[src/rtl/lcd_pkg.sv]
// ============================================================================
// Module   : lcd_pkg
// Brief    : Shared font geometry constants and fetch-FSM state encoding.
// Revision : 1.0 - initial release
// ============================================================================
`default_nettype none

package lcd_pkg;

  localparam int CHAR_W     = 7;
  localparam int ROW_W      = 4;
  localparam int GLYPH_W    = 8;
  localparam int FONT_DEPTH = 2048;
  localparam int CNT_W      = 4;

  typedef enum logic [1:0] {
    F_IDLE = 2'd0,
    F_WAIT = 2'd1,
    F_CAPT = 2'd2
  } fetch_state_t;

endpackage

`default_nettype wire

[src/rtl/glyph_shifter.sv]
// ============================================================================
// Module   : glyph_shifter
// Brief    : One-byte hold buffer feeding an 8-bit pixel shift register.
// Revision : 1.0 - initial release
// ============================================================================
`default_nettype none

module glyph_shifter
  import lcd_pkg::*;
#(
  parameter bit MSB_FIRST = 1'b1
) (
  input  logic               clk,
  input  logic               reset_n,
  input  logic               i_hold_wr,
  input  logic [GLYPH_W-1:0] i_hold_data,
  output logic               o_hold_full,
  input  logic               i_pix_ready,
  output logic               o_pix_valid,
  output logic               o_pix,
  output logic               o_pix_last
);

  logic [GLYPH_W-1:0] r_hold;
  logic               r_hold_full;
  logic [GLYPH_W-1:0] r_sh;
  logic [CNT_W-1:0]   r_cnt;

  logic               w_fire;
  logic               w_load;
  logic [GLYPH_W-1:0] w_sh_shifted;

  assign o_pix_valid = (r_cnt != '0);
  assign o_pix_last  = (r_cnt == CNT_W'(1));
  assign o_pix       = MSB_FIRST ? r_sh[GLYPH_W-1] : r_sh[0];
  assign o_hold_full = r_hold_full;

  assign w_fire = o_pix_valid && i_pix_ready;
  // Reload on the last pixel's handshake as well as when empty, so rows abut.
  assign w_load = r_hold_full && ((r_cnt == '0) || (o_pix_last && w_fire));

  assign w_sh_shifted = MSB_FIRST ? {r_sh[GLYPH_W-2:0], 1'b0}
                                  : {1'b0, r_sh[GLYPH_W-1:1]};

  always_ff @(posedge clk or negedge reset_n) begin
    if (!reset_n) begin
      r_hold      <= '0;
      r_hold_full <= 1'b0;
    end else if (i_hold_wr) begin
      r_hold      <= i_hold_data;
      r_hold_full <= 1'b1;
    end else if (w_load) begin
      r_hold_full <= 1'b0;
    end
  end

  always_ff @(posedge clk or negedge reset_n) begin
    if (!reset_n) begin
      r_sh  <= '0;
      r_cnt <= '0;
    end else if (w_load) begin
      r_sh  <= r_hold;
      r_cnt <= CNT_W'(GLYPH_W);
    end else if (w_fire) begin
      r_sh  <= w_sh_shifted;
      r_cnt <= r_cnt - CNT_W'(1);
    end
  end

endmodule

`default_nettype wire

[src/rtl/lcd_glyph_serializer.sv]
// ============================================================================
// Module   : lcd_glyph_serializer
// Brief    : Fetches glyph rows from the font ROM and serializes them to pixels.
// Revision : 1.0 - initial release
// ============================================================================
`default_nettype none

module lcd_glyph_serializer #(
  parameter int CHAR_W    = lcd_pkg::CHAR_W,
  parameter int ROW_W     = lcd_pkg::ROW_W,
  parameter bit MSB_FIRST = 1'b1
) (
  input  logic              clk,
  input  logic              reset_n,
  input  logic              req_valid,
  output logic              req_ready,
  input  logic [CHAR_W-1:0] req_char,
  input  logic [ROW_W-1:0]  req_row,
  output logic [31:0]       rom_addr,
  input  logic [7:0]        rom_data,
  output logic              pix_valid,
  input  logic              pix_ready,
  output logic              pix,
  output logic              pix_last
);

  import lcd_pkg::*;

  localparam int PAD_W = 32 - CHAR_W - ROW_W;

  fetch_state_t r_state;
  fetch_state_t w_state_nxt;
  logic [31:0]  r_rom_addr;
  logic         w_req_ready;
  logic         w_accept;
  logic         w_hold_wr;
  logic         w_hold_full;

  assign w_accept  = req_valid && w_req_ready;
  assign req_ready = w_req_ready;
  assign rom_addr  = r_rom_addr;

  always_ff @(posedge clk or negedge reset_n) begin
    if (!reset_n) begin
      r_state <= F_IDLE;
    end else begin
      r_state <= w_state_nxt;
    end
  end

  always_comb begin
    w_state_nxt = r_state;
    case (r_state)
      F_IDLE:  if (w_accept) w_state_nxt = F_WAIT;
      F_WAIT:  w_state_nxt = F_CAPT;
      F_CAPT:  w_state_nxt = F_IDLE;
      default: w_state_nxt = F_IDLE;
    endcase
  end

  // Only one fetch in flight, and only when the hold slot is free to receive it.
  always_comb begin
    w_req_ready = 1'b0;
    w_hold_wr   = 1'b0;
    case (r_state)
      F_IDLE:  w_req_ready = !w_hold_full;
      F_CAPT:  w_hold_wr   = 1'b1;
      default: ;
    endcase
  end

  always_ff @(posedge clk or negedge reset_n) begin
    if (!reset_n) begin
      r_rom_addr <= '0;
    end else if (w_accept) begin
      r_rom_addr <= {{PAD_W{1'b0}}, req_char, req_row};
    end
  end

  glyph_shifter #(
    .MSB_FIRST (MSB_FIRST)
  ) u_shifter (
    .clk         (clk),
    .reset_n     (reset_n),
    .i_hold_wr   (w_hold_wr),
    .i_hold_data (rom_data),
    .o_hold_full (w_hold_full),
    .i_pix_ready (pix_ready),
    .o_pix_valid (pix_valid),
    .o_pix       (pix),
    .o_pix_last  (pix_last)
  );

endmodule

`default_nettype wire
[config.mk]
export PLATFORM = sky130hd
export DESIGN_NAME = lcd_glyph_serializer
export DESIGN_NICKNAME = d
export VERILOG_FILES = /design/src/rtl/lcd_pkg.sv /design/src/rtl/glyph_shifter.sv /design/src/rtl/lcd_glyph_serializer.sv
export SDC_FILE = /design/constraint.sdc
export NUM_CORES = 1
export LEC_CHECK = 0
export CAP_MARGIN = 20
export CORE_MARGIN = 2
export CORE_UTILIZATION = 40
export DETAILED_ROUTE_END_ITERATION = 12
export PLACE_DENSITY = 0.78
export SYNTH_ARGS = -nofsm -noshare
export SYNTH_HDL_FRONTEND = slang
export SYNTH_SLANG_ARGS = --single-unit
[constraint.sdc]
create_clock -name clk -period 3.98 [get_ports clk]
set_clock_uncertainty 0.15 [all_clocks]
set_input_delay 0.796 -clock clk [delete_from_list [all_inputs] [get_ports clk]]
set_output_delay 0.796 -clock clk [all_outputs]
set_load 0.005 [all_outputs]
After elaboration in Yosys (flattened, before gate mapping) --
Index checks and enable logic that the tools add are counted.
Operators by class: add/sub/neg operators 1, equality and inequality tests 4, muxes and demuxes 10, reductions and logical operators 11
Operators with widths (number):
- $mux 8 | 2
- $mux 4 | 2
- $eq 4x1->1 const B | 1
- $logic_and 1x1->1 | 4
- $logic_not 4->1 | 1
- $mux 1 | 4
- $pmux 2 s2 | 1
- $reduce_bool 2->1 | 2
- $reduce_bool 4->1 | 1
- $sub 4x1->4 const B | 1
- $eq 2x1->1 const B | 1
- $eq 2x2->1 const B | 1
- $logic_not 2->1 | 1
- $mux 2 | 1
- $ne 2x2->1 const B | 1
- $logic_not 1->1 | 1
- $logic_or 1x1->1 | 1
Storage, ports and cells: bits in registers 34, input bits 23, logic and storage cells 32

Depth between registers and ports, before layout --
word-level depth 7, gate-level depth with buffers 7

Cells and area by module --
A second synthesis with hierarchy kept.
Second synthesis, totals: cell total of the unflattened synthesis 131, area, all modules 1609.0 µm²
Modules (own cells, without submodules):
- glyph_shifter | times used 1, cells each 80, area an instance 944.7 µm²
- lcd_glyph_serializer | times used 1, cells each 51, area an instance 664.4 µm²

Worst setup path before layout --
OpenSTA, ideal clock, no wires.
path type register to output, start register u_shifter.r_cnt[0], end output port pix_valid, arrival 0.886 ns, data required time 3.034 ns, slack 2.148 ns, cell stages (with the launch flop) 5, cells stage by stage dfrtp_1 inv_1 ha_1 nor3b_2 inv_1
On the way: cells in the longest elaborated chain, start to end 1
Ends and longest elaborated chain:
- start: declaration | line glyph_shifter.sv:27 | logic [CNT_W-1:0] r_cnt;
- start signal: assignment | line glyph_shifter.sv:63 | r_cnt <= CNT_W'(GLYPH_W);
- start signal: assignment | line glyph_shifter.sv:66 | r_cnt <= r_cnt - CNT_W'(1);
- $reduce_bool 4->1 | line glyph_shifter.sv:33 | assign o_pix_valid = (r_cnt != '0);
- end: declaration | line lcd_glyph_serializer.sv:21 | output logic pix_valid,
No other way between the ends.

Worst setup path after layout --
Ends and elaborated chain as after synthesis.

==> run_summary.xml <==
<?xml version="1.0" encoding="UTF-8"?>
<metrics>
  <group name="worst_setup_path">
    <metric name="r2r_end" unit="">u_shifter.r_cnt[3]</metric>
    <metric name="worstSetupEndpoint" unit="">pix_valid</metric>
    <metric name="crit_fanout" unit="">5</metric>
    <metric name="worstSetupPathDepth" unit="">5</metric>
    <metric name="crit-reg2reg-launch" unit="">u_shifter.r_cnt[0]</metric>
    <metric name="reg2reg_slack" unit="ns">2.04</metric>
    <metric name="required" unit="ns">3.03</metric>
    <metric name="setup.worst_path.start" unit="">u_shifter.r_cnt[0]</metric>
    <metric name="delay_of_the_slowest_critical_path_stage" unit="ns">0.49</metric>
    <metric name="cpMaxStageDelayCell" unit="">sky130_fd_sc_hd__clkdlybuf4s50_1</metric>
    <metric name="arrival" unit="ns">1.70</metric>
    <metric name="critical_path.top_delay_family" unit="">buffers and inverters</metric>
    <metric name="path_cells" unit="">inv_1, ha_1, nor3b_2, inv_1, clkdlybuf4s50_1</metric>
    <metric name="critical_path_buf_inv_count" unit="">3</metric>
    <metric name="reg2reg_depth" unit="">7</metric>
    <metric name="setup.worst_path.end_class" unit="">output pin</metric>
    <metric name="worstSetupStartpointType" unit="">register</metric>
    <metric name="timing.critical_path.mode_cell" unit="">sky130_fd_sc_hd__inv_1</metric>
    <metric name="worstSetupPathType" unit="">reg2out</metric>
  </group>
  <group name="sta">
    <metric name="timing.max_slew.rel_slack" unit="%">48.53</metric>
    <metric name="timing_hold_violations_final" unit="">0</metric>
    <metric name="maxClockFrequency" unit="GHz">0.3779</metric>
    <metric name="post-route-worst-setup-slack" unit="ns">1.333</metric>
    <metric name="min_period_over_period" unit="%">66.50</metric>
    <metric name="grt_setup_unrepaired" unit="">no</metric>
    <metric name="worstMarginPinSlew" unit="ns">0.7704</metric>
    <metric name="slew_viol_final" unit="">0</metric>
    <metric name="setup_viol" unit="">0</metric>
    <metric name="setup-tns-final" unit="ns">0</metric>
    <metric name="timing.final.crit_period" unit="ns">2.647</metric>
  </group>
  <group name="power">
    <metric name="comb_power_share" unit="%">37.5</metric>
    <metric name="total_leakage_power" unit="nW">0.9465</metric>
    <metric name="share_seq_of_total_power" unit="%">44.1</metric>
    <metric name="p_switching" unit="W">0.0004280</metric>
    <metric name="power.switching_fraction" unit="%">30.62</metric>
    <metric name="share_clk_of_total_power" unit="%">18.4</metric>
    <metric name="cell_internal_pwr" unit="W">0.0009700</metric>
    <metric name="worst_ir_drop_vdd" unit="mV">0.3355</metric>
    <metric name="power-per-cell-area" unit="nW/µm²">692.3</metric>
  </group>
  <group name="floorplanning">
    <metric name="design.portCount" unit="">59</metric>
    <metric name="initial_utilization" unit="%">42.38</metric>
    <metric name="design.core.area" unit="µm²">3744</metric>
    <metric name="chipWidth" unit="µm">66.98</metric>
    <metric name="die_area" unit="µm²">4486</metric>
    <metric name="die_y_extent" unit="µm">66.98</metric>
    <metric name="fp-row-count" unit="">22</metric>
  </group>
  <group name="yosys">
    <metric name="netlist_top_cells_area" unit="">sky130_fd_sc_hd__dfrtp_1, sky130_fd_sc_hd__buf_4, sky130_fd_sc_hd__mux2_2</metric>
    <metric name="ys_seq_area_share" unit="%">53.63</metric>
    <metric name="synth-warning-count" unit="">0</metric>
    <metric name="synth_cell_area" unit="µm²">1587</metric>
    <metric name="syn-mean-instance-area" unit="µm²">12.11</metric>
    <metric name="post_synth_num_cell_types" unit="">25</metric>
    <metric name="yosys.area.top_type_share" unit="%">53.63</metric>
    <metric name="postSynthRegisterBits" unit="">34</metric>
    <metric name="synth_top_cell_by_area" unit="">sky130_fd_sc_hd__dfrtp_1</metric>
    <metric name="postSynthCellCount" unit="">131</metric>
  </group>
  <group name="route">
    <metric name="drcViolationCount" unit="">0</metric>
    <metric name="detail_route.wl_per_cell" unit="µm">12.62</metric>
    <metric name="route.final.wire_length" unit="µm">2790</metric>
    <metric name="routed-via-count" unit="">1029</metric>
    <metric name="drtIter0Drc" unit="">10</metric>
    <metric name="route.antenna.remaining_nets" unit="">0</metric>
    <metric name="firstDrtPassIters" unit="">4</metric>
    <metric name="viasPerCell" unit="">4.656</metric>
  </group>
  <group name="global_route">
    <metric name="grtUsageTotal" unit="%">14.37</metric>
    <metric name="global_route.overflow_total" unit="">0</metric>
    <metric name="antenna_violations_before_repair" unit="">0</metric>
    <metric name="maximum_number_of_pins_on_one_net_before_global_route_repair" unit="">35</metric>
    <metric name="first_global_vias" unit="">1069</metric>
    <metric name="wire_length_of_the_first_global_routing_pass" unit="µm">4609</metric>
  </group>
  <group name="place">
    <metric name="place.detailed.hpwl" unit="µm">2074</metric>
    <metric name="place.gp.congestion" unit="">0.6624</metric>
    <metric name="port-buffer-count" unit="">37</metric>
    <metric name="post-place-ws" unit="ns">1.569</metric>
  </group>
  <group name="cts">
    <metric name="cts_hold_buf" unit="">0</metric>
    <metric name="clock_tree.htree_level_count" unit="">2</metric>
    <metric name="cts_tree" unit="">done</metric>
    <metric name="clock-sinks" unit="">34</metric>
    <metric name="post-cts-setup-buffers" unit="">0</metric>
    <metric name="insertion_delay" unit="ns">0.28</metric>
    <metric name="ctsRootBufferMaster" unit="">sky130_fd_sc_hd__clkbuf_8</metric>
    <metric name="cts_made_buffers" unit="">5</metric>
    <metric name="post_cts.resized_instances" unit="">0</metric>
    <metric name="cts_buffer_depth" unit="">2</metric>
    <metric name="cts.clk_slew.worst_paths" unit="ns">0.06</metric>
  </group>
  <group name="finish">
    <metric name="multi_input_area" unit="µm²">616.8</metric>
    <metric name="post_route_cells_drive_above_1_share" unit="%">11.56</metric>
    <metric name="seq_area" unit="µm²">850.8</metric>
    <metric name="finish.net_count" unit="">198</metric>
    <metric name="layout-area-overhead-vs-synth" unit="%">27.29</metric>
    <metric name="insertedDiodeCount" unit="">0</metric>
    <metric name="fill_cells" unit="">329</metric>
  </group>
  <group name="outcome">
    <metric name="run_status" unit="">complete, no violations</metric>
  </group>
  <group name="worst_hold_path">
    <metric name="hold_path.class" unit="">reg2reg</metric>
    <metric name="hp-start" unit="">r_state[1]</metric>
  </group>
  <group name="job">
    <metric name="max_cap_viol_count" unit="">0</metric>
  </group>
</metrics>
synthesized netlist by cell type:
library cell and count:
sky130_fd_sc_hd__mux2i_1 9, sky130_fd_sc_hd__nor4_1 1, sky130_fd_sc_hd__conb_1 1, sky130_fd_sc_hd__clkbuf_1 1
sky130_fd_sc_hd__nor2_1 2, sky130_fd_sc_hd__and3_1 1, sky130_fd_sc_hd__o21ai_0 4, sky130_fd_sc_hd__a21o_1 3
sky130_fd_sc_hd__nor2b_1 2, sky130_fd_sc_hd__o21ai_1 5, sky130_fd_sc_hd__or3_1 1, sky130_fd_sc_hd__dfrtp_1 34
sky130_fd_sc_hd__inv_1 4, sky130_fd_sc_hd__buf_4 22, sky130_fd_sc_hd__nand3_1 1, sky130_fd_sc_hd__and2_1 2
sky130_fd_sc_hd__buf_2 2, sky130_fd_sc_hd__mux2_1 9, sky130_fd_sc_hd__a22o_1 1, sky130_fd_sc_hd__mux2_2 10
sky130_fd_sc_hd__nand2_1 9, sky130_fd_sc_hd__nor3b_2 1, sky130_fd_sc_hd__nor3_1 2, sky130_fd_sc_hd__o31ai_1 1
sky130_fd_sc_hd__ha_1 3
layout make-up:
class,count,area share (%)
clock inverter,1,0.2478
inverter,4,0.7435
multi-input combinational,88,30.55
sequential,34,42.13
clock buffer,7,4.275
tap,48,2.974
timing repair buffer,39,19.08
how the worst min path moves through the flow:
stage | end | slack, ns | cells past startpoint
final | r_state[1] | 0.31 | 1
after detailed placement | r_state[1] | 0.29 | 1
after global placement | r_state[1] | 0.28 | 1
after CTS | r_state[1] | 0.32 | 1
after global routing | r_state[1] | 0.33 | 1
after floorplan | r_state[1] | 0.27 | 1
cell usage in the layout (no fill, tap or decap), types with 3 or more instances in the layout:
cell type / count
sky130_fd_sc_hd__o21ai_1: 5
sky130_fd_sc_hd__o21ai_0: 4
sky130_fd_sc_hd__dfrtp_1: 34
sky130_fd_sc_hd__conb_1: 21
sky130_fd_sc_hd__ha_1: 3
sky130_fd_sc_hd__inv_1: 4
sky130_fd_sc_hd__clkdlybuf4s50_1: 37
sky130_fd_sc_hd__nand2_1: 9
sky130_fd_sc_hd__clkbuf_8: 6
sky130_fd_sc_hd__mux2_1: 9
sky130_fd_sc_hd__mux2_2: 10
sky130_fd_sc_hd__a21o_1: 3
sky130_fd_sc_hd__mux2i_1: 9
through the flow:
stage               std cells  total power [W]  utilization (%)  area [µm²]  hold WS [ns]
detailed placement        213         0.001153            51.50        1928        0.2891
global route              221         0.001505            53.94        2019        0.3250
global placement          213         0.001116            51.50        1928        0.2791
CTS                       221         0.001423            53.94        2019        0.3155
finish                    221         0.001398            53.94        2019        0.3110
floorplan                 151        0.0009163                -        1662        0.2677
power by group through the flow:
stage	Combinational [W]	Clock (W)	Sequential (W)
finish	0.000525	0.000257	0.000617
global route	0.000584	0.000282	0.000640
CTS	0.000535	0.000267	0.000621
detailed placement	0.000530	0	0.000623
global placement	0.000509	0	0.000607
floorplan	0.000318	0	0.000599
worst reg2reg max path, delay by kind of cell, from the launching register on:
family / cells / cell delay (ns)
flops: 1 / 0.42
mux: 2 / 0.33
fa+ha+maj: 1 / 0.17
buf+inv: 2 / 0.31
simple gates: 2 / 0.48
cell families after synthesis:
| kind of cell | share of synthesized area, % |
|---|---|
| DFF | 53.63 |
| and+or+nand+nor | 7.098 |
| AOI/OAI and AO/OA | 5.284 |
| other | 0.2364 |
| buffers and inverters | 12.22 |
| adders and majority gates | 2.366 |
| muxes | 19.16 |
flip-flops by register name (all words and copies together), names as in the netlist:
name	cells
rom_addr	11
u_shifter.r_hold	8
u_shifter.r_sh	8
u_shifter.r_cnt	4
r_state	2
u_shifter.o_hold_full	1
routing by layer:
layer	global-route usage, %	part of all wire [%]
met5	0	0
met4	6.888	1.9
met3	7.264	12
met2	24.88	49
met1	14.13	38
No activity file was read; power rests on OpenSTA's default activity.
